===== config.mk =====
export PLATFORM = sky130hd
export DESIGN_NAME = baud_tick_gen
export DESIGN_NICKNAME = d
export VERILOG_FILES = /design/src/rtl/baud_pkg.sv /design/src/rtl/frac_divider.sv /design/src/rtl/baud_tick_gen.sv
export SDC_FILE = /design/constraint.sdc
export NUM_CORES = 1
export LEC_CHECK = 0
export ABC_AREA = 1
export ABC_CLOCK_PERIOD_IN_PS = 8400
export CORE_MARGIN = 1.5
export CORE_UTILIZATION = 55
export DETAILED_ROUTE_END_ITERATION = 7
export PLACE_DENSITY = 0.82
export SYNTH_ARGS = -nofsm -noshare
export SYNTH_HDL_FRONTEND = slang
export SYNTH_SLANG_ARGS = --single-unit

===== constraint.sdc =====
create_clock -name clk -period 8.4 [get_ports clk]
set_input_delay 0.84 -clock clk [delete_from_list [all_inputs] [get_ports clk]]
set_output_delay 0.84 -clock clk [all_outputs]
set_load 0.05 [all_outputs]

===== src/rtl/baud_pkg.sv =====
// Shared defaults and 50 MHz / OVS=16 divisor presets for the UART baud tick generator.
package baud_pkg;

  localparam int BAUD_CNT_W  = 16;
  localparam int BAUD_FRAC_W = 4;
  localparam int BAUD_OVS    = 16;

  typedef struct packed {
    logic [BAUD_CNT_W-1:0]  div_int;
    logic [BAUD_FRAC_W-1:0] div_frac;
  } baud_div_t;

  // Oversample period = div_int + 1 + div_frac/16 cycles of a 50 MHz clock.
  localparam baud_div_t B9600   = '{div_int: 16'd324, div_frac: 4'd8};
  localparam baud_div_t B38400  = '{div_int: 16'd80,  div_frac: 4'd6};
  localparam baud_div_t B57600  = '{div_int: 16'd53,  div_frac: 4'd4};
  localparam baud_div_t B115200 = '{div_int: 16'd26,  div_frac: 4'd2};

endpackage


===== src/rtl/frac_divider.sv =====
// Fractional period counter: raises a raw strobe once per (act_int + 1 + carry) cycles,
// where carry is the overflow of the fractional accumulator for the current period.
module frac_divider #(
  parameter int CNT_W  = 16,
  parameter int FRAC_W = 4
) (
  input  logic              clk,
  input  logic              reset,
  input  logic              enable_i,
  input  logic              sync_i,
  input  logic [CNT_W-1:0]  act_int_i,
  input  logic [FRAC_W-1:0] act_frac_i,
  output logic              strobe_o
);

  logic [CNT_W-1:0]  cnt_q, cnt_d;
  logic [FRAC_W-1:0] acc_q, acc_d;
  logic [FRAC_W:0]   acc_sum;
  logic [CNT_W:0]    term_wide;
  logic [CNT_W-1:0]  terminal;

  // Terminal saturates so the counter never wraps past its own width.
  always_comb begin
    acc_sum   = {1'b0, acc_q} + {1'b0, act_frac_i};
    term_wide = {1'b0, act_int_i} + {{CNT_W{1'b0}}, acc_sum[FRAC_W]};
    terminal  = term_wide[CNT_W] ? {CNT_W{1'b1}} : term_wide[CNT_W-1:0];
    strobe_o  = enable_i && !sync_i && (cnt_q == terminal);
  end

  always_comb begin
    cnt_d = cnt_q + 1'b1;
    acc_d = acc_q;
    if (!enable_i || sync_i) begin
      cnt_d = '0;
      acc_d = '0;
    end else if (strobe_o) begin
      cnt_d = '0;
      acc_d = acc_sum[FRAC_W-1:0];
    end
  end

  always_ff @(posedge clk or negedge reset) begin
    if (!reset) begin
      cnt_q <= '0;
      acc_q <= '0;
    end else begin
      cnt_q <= cnt_d;
      acc_q <= acc_d;
    end
  end

endmodule


===== src/rtl/baud_tick_gen.sv =====
// Baud tick generator: shadow/active divisor handoff, oversample counter and
// registered tick_ovs / tick_bit / tick_mid pulses for the UART shift FSMs.
module baud_tick_gen
  import baud_pkg::*;
#(
  parameter int CNT_W  = BAUD_CNT_W,
  parameter int FRAC_W = BAUD_FRAC_W,
  parameter int OVS    = BAUD_OVS
) (
  input  logic              clk,
  input  logic              reset,
  input  logic              enable,
  input  logic              sync,
  input  logic              load,
  input  logic [CNT_W-1:0]  div_int,
  input  logic [FRAC_W-1:0] div_frac,
  output logic              tick_ovs,
  output logic              tick_bit,
  output logic              tick_mid,
  output logic              pending
);

  localparam int                OCNT_W      = $clog2(OVS);
  localparam logic [OCNT_W-1:0] OCNT_LAST   = OCNT_W'(OVS - 1);
  localparam logic [OCNT_W-1:0] OCNT_PREMID = OCNT_W'(OVS / 2 - 1);

  logic [CNT_W-1:0]  sh_int_q, sh_int_d, act_int_q, act_int_d;
  logic [FRAC_W-1:0] sh_frac_q, sh_frac_d, act_frac_q, act_frac_d;
  logic              pending_q, pending_d;
  logic [OCNT_W-1:0] ocnt_q, ocnt_d;
  logic              tick_ovs_q, tick_ovs_d;
  logic              tick_bit_q, tick_bit_d;
  logic              tick_mid_q, tick_mid_d;
  logic              ovs_strobe;
  logic              copy;

  frac_divider #(
    .CNT_W (CNT_W),
    .FRAC_W(FRAC_W)
  ) u_frac_divider (
    .clk       (clk),
    .reset     (reset),
    .enable_i  (enable),
    .sync_i    (sync),
    .act_int_i (act_int_q),
    .act_frac_i(act_frac_q),
    .strobe_o  (ovs_strobe)
  );

  // The copy takes the old shadow, so a load landing on the copy edge stays pending.
  always_comb begin
    copy       = pending_q && (ovs_strobe || !enable);
    sh_int_d   = load ? div_int : sh_int_q;
    sh_frac_d  = load ? div_frac : sh_frac_q;
    act_int_d  = copy ? sh_int_q : act_int_q;
    act_frac_d = copy ? sh_frac_q : act_frac_q;
    pending_d  = load ? 1'b1 : (copy ? 1'b0 : pending_q);
  end

  always_comb begin
    ocnt_d     = ocnt_q;
    tick_ovs_d = ovs_strobe;
    tick_bit_d = ovs_strobe && (ocnt_q == OCNT_LAST);
    tick_mid_d = ovs_strobe && (ocnt_q == OCNT_PREMID);
    if (!enable || sync) begin
      ocnt_d = '0;
    end else if (ovs_strobe) begin
      ocnt_d = ocnt_q + 1'b1;
    end
  end

  always_ff @(posedge clk or negedge reset) begin
    if (!reset) begin
      sh_int_q   <= '0;
      sh_frac_q  <= '0;
      act_int_q  <= '0;
      act_frac_q <= '0;
      pending_q  <= 1'b0;
      ocnt_q     <= '0;
      tick_ovs_q <= 1'b0;
      tick_bit_q <= 1'b0;
      tick_mid_q <= 1'b0;
    end else begin
      sh_int_q   <= sh_int_d;
      sh_frac_q  <= sh_frac_d;
      act_int_q  <= act_int_d;
      act_frac_q <= act_frac_d;
      pending_q  <= pending_d;
      ocnt_q     <= ocnt_d;
      tick_ovs_q <= tick_ovs_d;
      tick_bit_q <= tick_bit_d;
      tick_mid_q <= tick_mid_d;
    end
  end

  assign tick_ovs = tick_ovs_q;
  assign tick_bit = tick_bit_q;
  assign tick_mid = tick_mid_q;
  assign pending  = pending_q;

endmodule

==> flow_summary.yaml <==
placement:
  post_dp_cell_area_sq_mm: 0.00403
  place_inst: 592
  dpl.hpwl_microns: 5720
  dpl_worst_slack_ns: 4.61
  gp_congestion: 0.919
  io_buffers: 28
cts:
  htree_levels: 3
  clock_latency_ns: 0.35
  postCtsSetupBuffers: 0
  cts_buffers: 9
  path_clk_slew_ns: 0.07
  postCtsHoldBufs: 0
  cts_resized: 0
  cts_root_buf: "clkbuf_8"
  cts_sinks: 68
  cts_tree: "built"
  cts.path.max_buffers: 2
floorplanning:
  dieArea_sq_mm: 0.00732
  core_area_sq_mm: 0.00646
  die_x_microns: 85.5
  start_util_pct: 58.0
  die_h_microns: 85.5
  io-pin-count: 29
  core.rowCount: 29
sta:
  period_minus_slack_ns: 3.81
  drv_slew: 0
  hold_viol_final: 0
  setup_ws_ns: 4.59
  fin_crit_sh_pct: 45.4
  relSlewSlack_pct: 44.1
  setup_viol: 0
  rsz0062_at_grt: "false"
  finalSetupTns_ns: 0
  finClkSkew_ns: 0.00702
  worst_slew_pin_slew_ns: 0.838
  fmax_mhz: 262
  holdWs_ns: 0.476
worst_setup_path:
  path_class: "reg -> reg"
  end_kind: "flop"
  critical_path.top_delay_family: "simple AND/OR/NAND/NOR gates"
  crit_top_cell: "nand2_1"
  worstSetupStartpointType: "flop"
  slowest_stage: "fa_1"
  cp_max_fo: 21
  crit_arrival_ns: 4.05
  slowest_delay_ns: 0.42
  crit_buf_inv: 0
  crit_path_cell_trace: "ha_1, fa_1, a21oi_1, o21bai_1, ha_1, ha_1, nand3_2, nor2_4, nand2_1, nand3_1, nand2_1, nand2_1, nor2_1, nand2_1, nor2_2, nand3_4, nand2_4, nand2_2, nand2_1, nand2_1"
  required_ns: 8.63
power:
  ir_worst_vdd_uv: 131
  p_leak_nw: 2.16
  power.total_mw: 0.791
  powerDensity_mw_per_mm2: 186
finish:
  area_delta_synth_final_pct: 13.4
  fin_util_pct: 65.7
  fin_cells: 607
  seq_area_sq_mm: 0.00170
  nNetsFinal: 560
  multi_input_area_sq_mm: 0.00178
  final_common_cell: "nand2_1"
  antenna_cells_inserted: 0
  mostFrequentLayoutCells: "nand2_1 (198), dfrtp_1 (68), nand3_1 (54)"
  n_fill_cell: 562
  postLayoutCellArea_sq_mm: 0.00425
  drive_above_1_share_pct: 5.66
grt:
  grt_pass1_vias: 3195
  grtUsageTotal_pct: 24.3
  overflow: 0
  grt_max_degree: 69
  antenna_found_initial: 0
  grt_pass1_wl_microns: 14000
synthesis:
  yosysWarningCount: 0
  synth_seq_cells: 68
  synth_compound_area_share_pct: 2.67
  syn_area_sq_mm: 0.00375
  syn_nets: 533
  syn_area_per_cell_sq_um: 7.51
  ys_seq_area_share_pct: 45.4
  synthCells: 499
  synth_mux_area_share_pct: 0
  synth_top_family_by_area: "simple AND/OR/NAND/NOR gates"
  yosysUniqueCellTypes: 27
  yosys.area_share.simple_pct: 38.6
  synthAdderAreaFrac_pct: 3.21
  synthXorXnorAreaFrac_pct: 3.04
worst_hold_path:
  hold_path.class: "reg -> reg"
job:
  cap_violations: 0
routing:
  first_pass_iters: 5
  postRouteWirelength_microns: 7820
  drc: 0
  route.vias.total: 3178
  post_drt_wl_per_cell_microns: 12.9
  viasPerCell: 5.24
  ant_nets: 0
  initialDrtViolationCount: 130
run_status:
  outcome: "finished clean"
[tightest hold or removal path: stages, from the launching register on]
cell     delay [ns]
dfrtp_1        0.35
nand2_1        0.05
nand2_1        0.05
[where the power goes]
| group | total [mW] | internal (mW) | leakage, nW | switching (mW) |
|---|---|---|---|---|
| Sequential | 0.383 | 0.352 | 0.883 | 0.0304 |
| Clock | 0.302 | 0.174 | 0.109 | 0.128 |
| Combinational | 0.107 | 0.0433 | 1.17 | 0.0634 |
| Total | 0.791 | 0.569 | 2.16 | 0.222 |
[metal layers]
layer  vias to the layer above  share of wire, %  GRT usage [%]
li1                       1629                 -              -
met1                      1475                47           32.0
met2                        60                47           40.0
met3                        14               3.9           5.20
met4                         0               1.9           8.50
met5                         -                 0              0
[cell type report]
type	count	share of cell area, %
inverter	45	3.98
sequential	68	40.1
clock buffer	11	3.33
timing repair buffer	29	6.66
tap	77	2.27
multi-input combinational	373	42.0
clock inverter	4	1.74
[synthesized netlist by cell type]
library cell	instances	area share (%)
nand3_1	54	7.2
clkbuf_1	6	0.60
nand3_4	1	0.47
nor3_1	4	0.53
a21oi_1	7	0.94
fa_1	1	0.53
ha_1	8	2.7
o21ai_0	7	0.94
nand2_2	4	0.67
nor2_1	45	4.5
nand3_2	2	0.53
inv_2	1	0.10
xor2_1	9	2.1
nand2_1	198	20
or2_2	1	0.17
o21bai_1	4	0.80
xnor2_1	4	0.94
buf_6	5	1.5
nor3b_1	4	0.80
nand3b_1	1	0.20
nor2_2	1	0.17
inv_1	44	4.4
buf_4	2	0.40
dfrtp_1	68	45
nor2_4	3	0.90
nand4_1	14	2.3
nand2_4	1	0.30
[logic make-up (layout without fill, tap and decap cells)]
| logic type | Yosys count | count (layout) |
|---|---|---|
| AND/OR/NAND/NOR | 333 | 333 |
| adder cells (fa/ha/maj) | 9 | 9 |
| flip-flops | 68 | 68 |
| AO/OA/AOI/OAI | 18 | 18 |
| buffers and inverters | 58 | 89 |
| XOR/XNOR | 13 | 13 |
[state kept, by name (all words and copies together), names as in the netlist]
name	count
sh_frac_q	4
sh_int_q	16
act_int_q	16
u_frac_divider.cnt_q	16
u_frac_divider.acc_q	4
tick_ovs	1
tick_mid	1
pending	1
ocnt_q	4
tick_bit	1
act_frac_q	4
[path summary, 6_finish.rpt]
kind,slack [ns],endpoint,cells after the start,start
max reg2reg,4.59,act_frac_q[2],20,act_frac_q[0]
min reg2reg,0.48,sh_int_q[2],2,sh_int_q[2]
max in group asynchronous,7.18,u_frac_divider.cnt_q[3],2,reset
min in group asynchronous,0.66,sh_int_q[8],2,reset
min,0.48,sh_int_q[2],2,sh_int_q[2]
max,4.59,act_frac_q[2],20,act_frac_q[0]
Note: power is estimated with default switching activity, not from simulation.
